===== config.mk =====
export PLATFORM = sky130hd
export DESIGN_NAME = gate_seq_ctrl_flat
export DESIGN_NICKNAME = d
export VERILOG_FILES = /design/src/rtl/gate_seq_ctrl_if.sv /design/src/rtl/gate_seq_ctrl.sv /design/src/flat_wrapper.sv
export SDC_FILE = /design/constraint.sdc
export NUM_CORES = 1
export LEC_CHECK = 0
export ABC_CLOCK_PERIOD_IN_PS = 1950
export CAP_MARGIN = 20
export CORE_MARGIN = 2
export CORE_UTILIZATION = 41
export CTS_CLUSTER_DIAMETER = 50
export CTS_CLUSTER_SIZE = 16
export DETAILED_ROUTE_END_ITERATION = 10
export HOLD_SLACK_MARGIN = 0.03
export PLACE_DENSITY = 0.78
export SYNTH_ARGS = -nofsm -noshare
export SYNTH_HDL_FRONTEND = slang
export SYNTH_SLANG_ARGS = --single-unit

===== constraint.sdc =====
create_clock -name clk -period 1.95 [get_ports clk]
set_input_delay 0.195 -clock clk [delete_from_list [all_inputs] [get_ports clk]]
set_output_delay 0.195 -clock clk [all_outputs]
set_load 0.05 [all_outputs]

===== src/rtl/gate_seq_ctrl_if.sv =====
// Signal bundle between the gate test sequencer, the lab control logic and the gate instances.
// master = sequencer side; slave = the control/gate environment that drives start and the gate outputs.
interface gate_seq_ctrl_if;
  logic       start;
  logic       busy;
  logic       done;
  logic       pass;
  logic       a;
  logic       b;
  logic [1:0] vec_idx;
  logic       p_in;
  logic       q_in;
  logic       r_in;
  logic       s_in;
  logic       t_in;
  logic [4:0] err_mask;
  logic [2:0] err_count;

  modport master (
    input  start, p_in, q_in, r_in, s_in, t_in,
    output busy, done, pass, a, b, vec_idx, err_mask, err_count
  );

  modport slave (
    output start, p_in, q_in, r_in, s_in, t_in,
    input  busy, done, pass, a, b, vec_idx, err_mask, err_count
  );
endinterface


===== src/rtl/gate_seq_ctrl.sv =====
// Drives the four {a,b} vectors into the shared-input gate set, holds each for DWELL cycles,
// checks the five gate outputs against golden values on the last dwell cycle and reports the result.
module gate_seq_ctrl #(
  parameter logic [3:0] DWELL = 4'd4
) (
  input  logic            clk,
  input  logic            rst,
  gate_seq_ctrl_if.master bus,
  output logic [1:0]      dbg_state
);

  typedef enum logic [1:0] {
    IDLE  = 2'd0,
    DRIVE = 2'd1,
    DONE  = 2'd2
  } state_t;

  state_t     state;
  logic [3:0] cnt;
  logic [4:0] golden;
  logic [4:0] observed;
  logic [4:0] mism;
  logic [2:0] next_count;
  logic [1:0] next_idx;

  assign dbg_state = state;

  // Golden values derive from the registered a/b actually presented to the gates.
  always_comb begin
    golden     = {~(bus.a & bus.b), bus.a ^ bus.b, bus.a | bus.b, bus.a & bus.b, ~bus.a};
    observed   = {bus.t_in, bus.s_in, bus.r_in, bus.q_in, bus.p_in};
    mism       = golden ^ observed;
    next_count = bus.err_count + {2'b00, |mism};
    next_idx   = bus.vec_idx + 2'd1;
  end

  always_ff @(posedge clk) begin
    if (rst) begin
      state         <= IDLE;
      cnt           <= 4'd0;
      bus.a         <= 1'b0;
      bus.b         <= 1'b0;
      bus.vec_idx   <= 2'd0;
      bus.busy      <= 1'b0;
      bus.done      <= 1'b0;
      bus.pass      <= 1'b0;
      bus.err_mask  <= 5'd0;
      bus.err_count <= 3'd0;
    end else begin
      case (state)
        IDLE: begin
          bus.done <= 1'b0;
          if (bus.start) begin
            state         <= DRIVE;
            bus.busy      <= 1'b1;
            cnt           <= 4'd0;
            bus.vec_idx   <= 2'd0;
            bus.a         <= 1'b0;
            bus.b         <= 1'b0;
            bus.err_mask  <= 5'd0;
            bus.err_count <= 3'd0;
            bus.pass      <= 1'b0;
          end
        end
        DRIVE: begin
          if (cnt == DWELL - 4'd1) begin
            bus.err_mask  <= bus.err_mask | mism;
            bus.err_count <= next_count;
            if (bus.vec_idx == 2'd3) begin
              // Verdict includes the final vector's sample taken on this same edge.
              state    <= DONE;
              bus.busy <= 1'b0;
              bus.done <= 1'b1;
              bus.pass <= (next_count == 3'd0);
            end else begin
              bus.vec_idx <= next_idx;
              bus.a       <= next_idx[1];
              bus.b       <= next_idx[0];
              cnt         <= 4'd0;
            end
          end else begin
            cnt <= cnt + 4'd1;
          end
        end
        DONE: begin
          state       <= IDLE;
          bus.done    <= 1'b0;
          bus.a       <= 1'b0;
          bus.b       <= 1'b0;
          bus.vec_idx <= 2'd0;
          cnt         <= 4'd0;
        end
        default: state <= IDLE;
      endcase
    end
  end

endmodule


===== src/flat_wrapper.sv =====
// flat-port wrapper written by rule: the top's interface ports become plain ports
module gate_seq_ctrl_flat 
#(
  parameter logic [3:0] DWELL = 4'd4
)
  (clk, rst, dbg_state, bus_start, bus_p_in, bus_q_in, bus_r_in, bus_s_in, bus_t_in, bus_busy, bus_done, bus_pass, bus_a, bus_b, bus_vec_idx, bus_err_mask, bus_err_count);
  gate_seq_ctrl_if bus_i ();
  input  logic clk;
  input  logic rst;
  output logic [1:0] dbg_state;
  input wire logic [$bits(bus_i.start)-1:0] bus_start;
  input wire logic [$bits(bus_i.p_in)-1:0] bus_p_in;
  input wire logic [$bits(bus_i.q_in)-1:0] bus_q_in;
  input wire logic [$bits(bus_i.r_in)-1:0] bus_r_in;
  input wire logic [$bits(bus_i.s_in)-1:0] bus_s_in;
  input wire logic [$bits(bus_i.t_in)-1:0] bus_t_in;
  output wire logic [$bits(bus_i.busy)-1:0] bus_busy;
  output wire logic [$bits(bus_i.done)-1:0] bus_done;
  output wire logic [$bits(bus_i.pass)-1:0] bus_pass;
  output wire logic [$bits(bus_i.a)-1:0] bus_a;
  output wire logic [$bits(bus_i.b)-1:0] bus_b;
  output wire logic [$bits(bus_i.vec_idx)-1:0] bus_vec_idx;
  output wire logic [$bits(bus_i.err_mask)-1:0] bus_err_mask;
  output wire logic [$bits(bus_i.err_count)-1:0] bus_err_count;
  assign bus_i.start = bus_start;
  assign bus_i.p_in = bus_p_in;
  assign bus_i.q_in = bus_q_in;
  assign bus_i.r_in = bus_r_in;
  assign bus_i.s_in = bus_s_in;
  assign bus_i.t_in = bus_t_in;
  assign bus_busy = bus_i.busy;
  assign bus_done = bus_i.done;
  assign bus_pass = bus_i.pass;
  assign bus_a = bus_i.a;
  assign bus_b = bus_i.b;
  assign bus_vec_idx = bus_i.vec_idx;
  assign bus_err_mask = bus_i.err_mask;
  assign bus_err_count = bus_i.err_count;
  gate_seq_ctrl #(.DWELL(DWELL)) u_core (.clk(clk), .rst(rst), .bus(bus_i), .dbg_state(dbg_state));
endmodule

==> run_results.csv, run 1 <==
group,metric,value,unit
cts,h-tree-depth,1,
cells_and_area,layout.filler_cells,225,
die,ioPinCount,25,
synthesis,syn_avg_cell_area,9.13,µm²
critical_path,crit_path_cell_trace,"inv_2 -> ha_4 -> xnor2_4 -> nand4_1 -> ha_2 -> ha_4 -> nor2b_4 -> nor4_4 -> a32o_1",
timing,finalHoldViolCount,0,
grt,gr-total-overflow,0,
power_and_ir_drop,power_per_cell_area,521,nW/µm²
die,core_area,2430,µm²
synthesis,synth_sequential_area_ratio,0.365,
timing,post-route-period-util,0.985,
power_and_ir_drop,p_sw,225,µW
timing,final-setup-viol-count,0,
synthesis,number_of_warnings_printed_during_yosys_synthesis,0,
grt,track_usage,0.186,
critical_path,cp-end-kind,"register",
synthesis,yosys.area.top_type,"sky130_fd_sc_hd__dfxtp_1",
grt,vias_in_the_first_global_route,881,
synthesis,synth_top_area_share,0.365,
timing,hold-worst-slack,0.486,ns
placed_design,dpl.hpwl,1.87,mm
synthesis,synth-seq-cells,19,
synthesis,syn-cell-area,1040,µm²
route,drt_wl_total,2.53,mm
die,chipWidth,54.4,µm
route,num_vias,1014,
cts,clk_latency,0.30,ns
timing,timing.clock.skew,0.00488,ns
critical_path,crit_type,"reg -> reg",
cells_and_area,num_antenna_cells,0,
worst_hold_path,hold_class,"reg -> reg",
critical_path,cp_slowest_cell,"sky130_fd_sc_hd__dfxtp_4",
timing,maxSlewViolCount,0,
power_and_ir_drop,power.share.switching,0.294,
power_and_ir_drop,peakVddDrop,571,µV
cts,cts_tree,"built",
die,die_area,2960,µm²
synthesis,synthFlopType,"sky130_fd_sc_hd__dfxtp_1",
cts,cts_hold_repair.buffers,0,
cells_and_area,design.final.nets,159,
route,route.detailed.wl_per_inst,14.4,µm
power_and_ir_drop,seq_power_share,0.526,
cells_and_area,drive_gt1_frac,0.200,
critical_path,setup.worst_path.start,"u_core.bus.b",
critical_path,setup_slack_on_the_worst_flop_to_flop_path,0.03,ns
placed_design,count_of_port_buffers_added_during_placement,24,
power_and_ir_drop,power.share.combinational,0.204,
power_and_ir_drop,power_report.internal_total,541,µW
synthesis,synth_enable_flop_cells,0,
cells_and_area,final-seq-area,388,µm²
timing,relSlewSlack,0.632,
power_and_ir_drop,clock_power_share,0.270,
grt,largest_net_degree_at_the_start_of_global_routing,20,
synthesis,post_synth_main_area_contributors,"sky130_fd_sc_hd__dfxtp_1 (37%), sky130_fd_sc_hd__ha_1 (6.0%), sky130_fd_sc_hd__a22o_1 (4.2%)",
timing,unrepaired_setup_endpoints_after_global_routing,"true",
route,vias_per_cell,5.79,
cts,clock-sinks,19,
run_status,outcome,"complete, no violations",
critical_path,reg2reg_depth,9,
critical_path,critical-path-max-stage-delay,0.40,ns
synthesis,ranking_of_synthesized_cells_by_instance_count,"sky130_fd_sc_hd__dfxtp_1 (19), sky130_fd_sc_hd__a21oi_1 (8), sky130_fd_sc_hd__inv_1 (7)",
synthesis,syn-instance-count,114,
cts,tritoncts.num_buffers,3,
critical_path,timing.critical_path.required,2.20,ns
cells_and_area,multi_input_area,669,µm²
synthesis,yosysMostFrequentCell,"sky130_fd_sc_hd__dfxtp_1",
die,die_height,54.4,µm
die,start_util,0.428,
synthesis,postSynth.asyncResetShare,0,
grt,antenna_found_initial,0,
synthesis,synth_fp_nets,127,
route,drt_first_pass_iters,4,
cts,path_clk_slew,0.11,ns
cts,cts-root-buf,"sky130_fd_sc_hd__clkbuf_4",
power_and_ir_drop,fin_total_pwr,766,µW
route,ant_nets,0,
critical_path,timing.critical_path.mode_cell,"sky130_fd_sc_hd__ha_4",
placed_design,routabilityCongestion,0.819,
cts,max-clock-path-buffers,2,
die,row_count,18,
route,drt_iter0_markers,26,
synthesis,synth_cell_type_count,44,
grt,grt_pass1_wl,3.95,mm
critical_path,start_of_the_worst_register_to_register_path,"u_core.bus.b",
timing,final_period_minus_worst_setup_slack,1.92,ns
critical_path,r2r-end,"u_core.bus.pass",
job,cap_viol_max_count,0,
cells_and_area,area.growth.synth_to_final,41.1,%
timing,max_freq,0.521,GHz
power_and_ir_drop,static-leakage-power,0.533,nW
critical_path,critPathMaxFanout,5,
critical_path,worstSetupEndpoint,"u_core.bus.pass",
critical_path,timing.critical_path.arrival,2.17,ns
route,drc,0,
timing,worst-slew-pin-transition,0.550,ns
critical_path,kind_of_start_point_of_the_critical_path,"register",
[kinds of logic (layout without fill, tap and decap cells)]
group,after synthesis,after routing,synth area share
AND/OR/NAND/NOR,37,37,0.233
AO/OA/AOI/OAI,33,33,0.227
XOR/XNOR,5,5,0.0421
flip-flops,19,19,0.365
buffers and inverters,15,46,0.0721
adder cells (fa/ha/maj),5,5,0.0601
[power by group through the flow]
stage               combinational [mW]  clock (mW)  sequential, mW
floorplan                       0.0608           0           0.443
global placement                 0.150           0           0.411
detailed placement               0.152           0           0.412
CTS                              0.153       0.211           0.403
global route                     0.169       0.233           0.404
finish                           0.156       0.207           0.403
[timing repair]
| action | in CTS | in global routing |
|---|---|---|
| pin swaps | 0 | 1 |
| endpoints found under the setup margin | 2 | 2 |
| buffers inserted | 1 | 1 |
| gates resized for setup | 2 | 4 |
[flip-flops by register name, summed over array words and instances, names as in the netlist]
register and count:
u_core.bus.done 1, u_core.dbg_state 2, u_core.bus.err_mask 5, u_core.bus.b 1
u_core.bus.busy 1, u_core.cnt 4, u_core.bus.err_count 3, u_core.bus.pass 1
u_core.bus.a 1
[critical path: cells and delay by family (launching register included)]
| family | cells | cell delay [ns] |
|---|---|---|
| adders and majority gates | 3 | 0.65 |
| and+or+nand+nor | 3 | 0.48 |
| DFF | 1 | 0.40 |
| AOI/OAI and AO/OA | 1 | 0.18 |
| xor gates and xnor gates | 1 | 0.12 |
| buffers and inverters | 1 | 0.05 |
[stage by stage]
stage	setup TNS [ns]	cells	area (µm²)	worst slack (ns)	util
after floorplan	-0.0219	114	1110	-0.0219	-
after global placement	-0.132	169	1400	-0.0937	0.576
after detailed placement	-0.196	169	1400	-0.136	0.576
after CTS	0	174	1440	0.0164	0.592
after global routing	-0.103	175	1470	-0.0977	0.604
final	0	175	1470	0.0292	0.604
[layout make-up]
| class | instances | share of cell area |
|---|---|---|
| flip-flops and latches | 19 | 0.264 |
| well taps | 30 | 0.0256 |
| multi-input cells | 80 | 0.456 |
| repair buffers | 35 | 0.217 |
| inverters | 7 | 0.0196 |
| clock buffers | 4 | 0.0179 |
[layout by cell type (no fill, tap or decap), types with 3 or more instances in the layout]
cell type / synthesis / routed
sky130_fd_sc_hd__clkdlybuf4s50_1: 0 / 22
sky130_fd_sc_hd__buf_4: 2 / 12
sky130_fd_sc_hd__nand2_1: 3 / 3
sky130_fd_sc_hd__a21oi_1: 8 / 8
sky130_fd_sc_hd__inv_1: 7 / 5
sky130_fd_sc_hd__clkbuf_4: 0 / 3
sky130_fd_sc_hd__nand3_1: 3 / 3
sky130_fd_sc_hd__xor2_1: 3 / 3
sky130_fd_sc_hd__nor2_1: 3 / 3
sky130_fd_sc_hd__nand2b_1: 4 / 4
sky130_fd_sc_hd__nor3_1: 6 / 6
sky130_fd_sc_hd__a22o_1: 5 / 5
sky130_fd_sc_hd__dfxtp_1: 19 / 17
sky130_fd_sc_hd__ha_4: 0 / 3
sky130_fd_sc_hd__nand4_1: 3 / 3
[worst min-delay path by stage]
stage	from	endpoint	slack [ns]	cells past startpoint
CTS	u_core.bus.pass	u_core.bus.pass	0.49	1
global route	u_core.bus.err_mask[3]	u_core.bus.err_mask[3]	0.51	1
finish	u_core.bus.pass	u_core.bus.pass	0.49	1
global placement	u_core.bus.err_mask[2]	u_core.bus.err_mask[2]	0.46	1
detailed placement	u_core.bus.pass	u_core.bus.pass	0.47	1
floorplan	rst	u_core.cnt[3]	0.41	3
[routing by layer]
| metal | wire length (µm) | global-route usage | up-vias |
|---|---|---|---|
| met5 | 0 | 0 | - |
| met4 | 18 | 0.0542 | 0 |
| met3 | 147 | 0.0492 | 2 |
| met2 | 1220 | 0.293 | 30 |
| met1 | 1150 | 0.248 | 493 |
| li1 | - | - | 489 |
(Power assumes the default switching activity.)
==> run 2: changes to the inputs <==
--- a/config.mk
+++ b/config.mk
@@ -5,13 +5,13 @@
 export SDC_FILE = /design/constraint.sdc
 export NUM_CORES = 1
 export LEC_CHECK = 0
-export ABC_CLOCK_PERIOD_IN_PS = 1950
 export CAP_MARGIN = 20
 export CORE_MARGIN = 2
 export CORE_UTILIZATION = 41
 export CTS_CLUSTER_DIAMETER = 50
 export CTS_CLUSTER_SIZE = 16
 export DETAILED_ROUTE_END_ITERATION = 10
+export GPL_TIMING_DRIVEN = 0
 export HOLD_SLACK_MARGIN = 0.03
 export PLACE_DENSITY = 0.78
 export SYNTH_ARGS = -nofsm -noshare
==> run 2 against run 1 <==
Register-to-register slack barely moved. Worst hold slack better by 0.0023 ns. Wire length fell by 1.6%. Clock power shrank 3%.
==> run_results.csv, run 2 (same netlist as run 1, synthesis figures left out) <==
group,metric,value,unit
route,drt_iter0_markers,9,
cells_and_area,layout_commonest_cell,"sky130_fd_sc_hd__clkdlybuf4s50_1",
critical_path,timing.critical_path.required,2.20,ns
die,core_area,2430,µm²
critical_path,cp_slowest_cell,"sky130_fd_sc_hd__dfxtp_4",
cells_and_area,area.growth.synth_to_final,41.0,%
placed_design,routabilityCongestion,0.844,
power_and_ir_drop,static-leakage-power,0.528,nW
cells_and_area,most-common-layout-cells,"sky130_fd_sc_hd__clkdlybuf4s50_1 (24), sky130_fd_sc_hd__dfxtp_1 (17), sky130_fd_sc_hd__a21oi_1 (8)",
route,num_vias,994,
timing,relSlewSlack,0.617,
cells_and_area,regs_by_ff_count,"u_core.bus.err_mask x5, u_core.cnt x4, u_core.bus.err_count x3",
run_status,outcome,"complete, no violations",
route,drc,0,
die,chipWidth,54.4,µm
cells_and_area,multi_input_area,666,µm²
cts,tritoncts.num_buffers,3,
critical_path,crit_path_cell_trace,"inv_4 -> ha_4 -> xnor2_4 -> nand4_1 -> ha_2 -> ha_4 -> nor2b_4 -> nor4_2 -> a32o_1",
cells_and_area,number_of_flip_flops_in_the_largest_register,5,
route,ant_nets,0,
grt,gr-total-overflow,0,
timing,unrepaired_setup_endpoints_after_global_routing,"true",
worst_hold_path,hold_class,"reg -> reg",
cells_and_area,num_antenna_cells,0,
power_and_ir_drop,peakVddDrop,341,µV
cts,h-tree-depth,1,
cells_and_area,layout.filler_cells,221,
timing,maxSlewViolCount,0,
cts,cts_tree,"built",
cts,path_clk_slew,0.10,ns
cts,clk_latency,0.30,ns
grt,largest_net_degree_at_the_start_of_global_routing,11,
route,route.detailed.wl_per_inst,14.1,µm
critical_path,critPathMaxFanout,4,
timing,final_period_minus_worst_setup_slack,1.93,ns
grt,antenna_found_initial,0,
cts,max-clock-path-buffers,2,
timing,timing.clock.skew,0.00113,ns
critical_path,timing.critical_path.arrival,2.18,ns
grt,vias_in_the_first_global_route,813,
cells_and_area,final-seq-area,388,µm²
critical_path,crit_type,"reg -> reg",
cells_and_area,largest-register,"u_core.bus.err_mask",
timing,tns,0,ns
cts,cts_hold_repair.buffers,0,
route,drt_wl_total,2.49,mm
timing,max_freq,0.519,GHz
die,die_height,54.4,µm
power_and_ir_drop,power_per_cell_area,512,nW/µm²
critical_path,critical-path-max-stage-delay,0.40,ns
critical_path,timing.critical_path.mode_cell,"sky130_fd_sc_hd__ha_4",
job,cap_viol_max_count,0,
die,die_area,2960,µm²
route,drt_first_pass_iters,4,
cts,cts-root-buf,"sky130_fd_sc_hd__clkbuf_4",
timing,worst-slew-pin-transition,0.572,ns
cts,clock-sinks,19,
critical_path,cp-end-kind,"register",
cells_and_area,design.final.nets,160,
timing,final-setup-viol-count,0,
critical_path,kind_of_start_point_of_the_critical_path,"register",
cells_and_area,finish.utilization,0.603,
die,start_util,0.428,
cells_and_area,drive_gt1_frac,0.185,
placed_design,count_of_port_buffers_added_during_placement,24,
die,row_count,18,
route,vias_per_cell,5.65,
timing,post-route-period-util,0.988,
timing,finalHoldViolCount,0,
placed_design,dpl.hpwl,1.78,mm
grt,grt_pass1_wl,3.74,mm
die,ioPinCount,25,
grt,track_usage,0.180,
run 2: changes by cell type in the layout (fill, tap and decap cells not counted), moves of 2 or more:
cell,change
sky130_fd_sc_hd__clkbuf_1,+2
sky130_fd_sc_hd__buf_4,-5
sky130_fd_sc_hd__buf_2,+2
sky130_fd_sc_hd__clkdlybuf4s50_1,+2
run 2: worst max-delay path: cells and delay by family, from the launching register on:
kind	cells	cell delay, ns
AOI/OAI and AO/OA	1	0.18
DFF	1	0.40
and+or+nand+nor	3	0.47
xor gates and xnor gates	1	0.15
buffers and inverters	1	0.04
adders and majority gates	3	0.62
run 2: final timing paths:
path,start,end,slack (ns),depth (start not counted)
hold / removal,u_core.bus.err_mask[0],u_core.bus.err_mask[0],0.49,1
setup reg to reg,u_core.bus.a,u_core.bus.pass,0.02,9
hold reg to reg,u_core.bus.err_mask[0],u_core.bus.err_mask[0],0.49,1
setup / recovery,u_core.bus.a,u_core.bus.pass,0.02,9
run 2: per-layer routing:
layer,GRT usage,vias to the layer above,wire length [µm]
li1,-,489,-
met1,0.228,467,1090
met2,0.277,32,1190
met3,0.0628,6,149
met4,0.0708,0,54
met5,0,-,0
run 2: where the power goes:
part           leakage (nW)  total, mW  switching, mW  internal (mW)
Sequential            0.156      0.403        0.00650          0.396
Clock                0.0150      0.200          0.120         0.0799
Combinational         0.357      0.148         0.0906         0.0573
Total                 0.528      0.751          0.217          0.533
run 2: layout make-up:
| class | count | area share |
|---|---|---|
| buffer | 7 | 0.0298 |
| tap | 30 | 0.0256 |
| timing repair buffer | 29 | 0.189 |
| inverter | 7 | 0.0196 |
| sequential | 19 | 0.264 |
| multi-input combinational | 80 | 0.454 |
| clock buffer | 4 | 0.0179 |
run 2: repair_timing:
item                                    4_1_cts  5_1_grt
buffers inserted                              5        0
gates resized for setup                       3        0
pin swaps                                     5        1
endpoints found under the setup margin        2        2
run 2: stage by stage:
stage / instances / power (mW) / hold WS, ns / instance area (µm²) / worst slack, ns
2_1_floorplan: 114 / 0.503 / 0.407 / 1110 / -0.0219
3_3_place_gp: 168 / 0.553 / 0.462 / 1390 / -0.112
3_5_place_dp: 168 / 0.556 / 0.468 / 1390 / -0.131
4_1_cts: 176 / 0.758 / 0.494 / 1470 / 0.00102
5_1_grt: 176 / 0.788 / 0.508 / 1470 / -0.0851
6_report: 176 / 0.751 / 0.489 / 1470 / 0.0241
==> run 3: changes to the inputs <==
--- a/config.mk
+++ b/config.mk
@@ -14,6 +14,7 @@
 export GPL_TIMING_DRIVEN = 0
 export HOLD_SLACK_MARGIN = 0.03
 export PLACE_DENSITY = 0.78
+export SETUP_SLACK_MARGIN = 0.5
 export SYNTH_ARGS = -nofsm -noshare
 export SYNTH_HDL_FRONTEND = slang
 export SYNTH_SLANG_ARGS = --single-unit
==> run 3 against run 2 <==
Clock-buffer cell count unchanged. Global-route usage is 2.7 points higher. Die area unchanged. Largest cell class unchanged. Non-clock buffer count is 10 higher. Critical path depth is the same. Final area grew 14%. Total power increased by 3.3%. Setup slack worse by 0.020 ns. Highest routed layer unchanged. Sequential cell count stayed put. Critical path type unchanged. Fmax decreased by 1.0%. Via count increased by 8.0%.
==> run_results.csv, run 3 (same netlist as run 1, synthesis figures left out) <==
group,metric,value,unit
route,drt_wl_total,2.98,mm
grt,track_usage,0.207,
critical_path,setup_slack_on_the_worst_flop_to_flop_path,0.004,ns
route,num_vias,1074,
route,ant_nets,0,
placed_design,routabilityCongestion,0.856,
cells_and_area,area.growth.synth_to_final,60.7,%
route,drt_first_pass_iters,4,
timing,finalHoldViolCount,0,
timing,maxSlewViolCount,0,
cells_and_area,drive_gt1_frac,0.423,
grt,vias_in_the_first_global_route,939,
cells_and_area,layout_commonest_cell,"sky130_fd_sc_hd__buf_4",
cts,h-tree-depth,1,
route,drc,0,
cells_and_area,number_of_flip_flops_in_the_largest_register,5,
grt,largest_net_degree_at_the_start_of_global_routing,11,
die,ioPinCount,25,
timing,timing.clock.skew,0.00675,ns
critical_path,cp-end-kind,"register",
grt,grt_pass1_wl,4.44,mm
power_and_ir_drop,fin_total_pwr,776,µW
route,route.detailed.wl_per_inst,16.0,µm
job,cap_viol_max_count,0,
timing,final-setup-viol-count,0,
placed_design,count_of_port_buffers_added_during_placement,24,
die,core_area,2430,µm²
grt,antenna_found_initial,0,
cells_and_area,num_antenna_cells,0,
worst_hold_path,min_path_cells,1,
power_and_ir_drop,static-leakage-power,0.679,nW
critical_path,start_of_the_worst_register_to_register_path,"u_core.bus.b",
critical_path,timing.critical_path.required,2.21,ns
critical_path,setup.worst_path.start,"u_core.bus.b",
cts,clk_latency,0.30,ns
timing,worst-slew-pin-transition,0.561,ns
cts,cts_tree,"built",
cts,clock-sinks,19,
power_and_ir_drop,peakVddDrop,586,µV
cts,path_clk_slew,0.11,ns
timing,final_period_minus_worst_setup_slack,1.95,ns
critical_path,kind_of_start_point_of_the_critical_path,"register",
die,die_height,54.4,µm
grt,gr-total-overflow,0,
critical_path,reg2reg_depth,9,
die,row_count,18,
worst_hold_path,timing.hold.worst.start,"u_core.bus.err_mask[2]",
die,chipWidth,54.4,µm
cells_and_area,finish.utilization,0.688,
route,drt_iter0_markers,16,
placed_design,dpl.hpwl,1.78,mm
cells_and_area,regs_by_ff_count,"u_core.bus.err_mask x5, u_core.cnt x4, u_core.bus.err_count x3",
timing,post-route-period-util,0.998,
power_and_ir_drop,power_per_cell_area,464,nW/µm²
cts,max-clock-path-buffers,2,
die,start_util,0.428,
timing,unrepaired_setup_endpoints_after_global_routing,"true",
critical_path,critPathMaxFanout,4,
cts,cts-root-buf,"sky130_fd_sc_hd__clkbuf_4",
timing,relSlewSlack,0.626,
cells_and_area,most-common-layout-cells,"sky130_fd_sc_hd__buf_4 (14), sky130_fd_sc_hd__dlygate4sd2_1 (11), sky130_fd_sc_hd__dfxtp_1 (11)",
timing,max_freq,0.514,GHz
cells_and_area,layout.filler_cells,182,
worst_hold_path,hold_class,"reg -> reg",
route,vias_per_cell,5.77,
critical_path,timing.critical_path.arrival,2.20,ns
cells_and_area,design.final.nets,170,
critical_path,crit_type,"reg -> reg",
run_status,outcome,"complete, no violations",
die,die_area,2960,µm²
cts,tritoncts.num_buffers,3,
cells_and_area,largest-register,"u_core.bus.err_mask",
==> run 3: where the power goes <==
group / switching [mW] / leakage [nW] / total, mW / internal [mW]
Sequential: 0.00705 / 0.159 / 0.402 / 0.395
Clock: 0.126 / 0.0150 / 0.205 / 0.0798
Combinational: 0.103 / 0.505 / 0.169 / 0.0657
Total: 0.236 / 0.679 / 0.776 / 0.540
==> run 3: path summary, 6_finish.rpt <==
kind / end
worst max register to register: u_core.bus.pass
worst min-delay path: u_core.bus.err_mask[2]
worst max-delay path: u_core.bus.pass
worst min register to register: u_core.bus.err_mask[2]
==> run 3: through the flow <==
stage | TNS (ns) | instance area, µm² | std cells | hold slack, ns | setup slack, ns
after detailed placement | -0.153 | 1400 | 168 | 0.465 | -0.153
after CTS | -0.0163 | 1570 | 183 | 0.492 | -0.0163
after global routing | -0.219 | 1670 | 186 | 0.519 | -0.111
after floorplan | -0.0215 | 1120 | 114 | 0.407 | -0.0215
after global placement | -0.147 | 1400 | 168 | 0.463 | -0.147
final | 0 | 1670 | 186 | 0.486 | 0.00382
==> run 3: per-layer routing <==
metal  GRT usage  vias up  share of wire
li1            -      514              -
met1       0.266      515           0.40
met2       0.335       39           0.51
met3      0.0628        6          0.068
met4      0.0542        0          0.019
met5           0        -              0
==> run 3: worst max-delay path, stage by stage (launching register included) <==
cell and delay, ns:
sky130_fd_sc_hd__dfxtp_4 0.40, sky130_fd_sc_hd__inv_2 0.05, sky130_fd_sc_hd__ha_4 0.29, sky130_fd_sc_hd__xnor2_4 0.12, sky130_fd_sc_hd__nand4_1 0.11, sky130_fd_sc_hd__ha_2 0.21
sky130_fd_sc_hd__ha_4 0.15, sky130_fd_sc_hd__nor2b_4 0.13, sky130_fd_sc_hd__nor4_4 0.25, sky130_fd_sc_hd__a32o_1 0.19
==> run 3: repair_timing <==
action                                  CTS  global route
resized for setup                        45            25
pin swaps                                15            14
setup buffers                            11             3
hold buffers                              0             0
endpoints found under the setup margin   30            18
==> run 3: final cells by class <==
type / count / area (µm²) / share of cell area
buffer: 8 / 62.6 / 0.0374
timing repair buffer: 38 / 333 / 0.199
clock buffer: 4 / 26.3 / 0.0157
sequential: 19 / 400 / 0.239
multi-input combinational: 80 / 785 / 0.469
tap: 30 / 37.5 / 0.0224
inverter: 7 / 28.8 / 0.0172
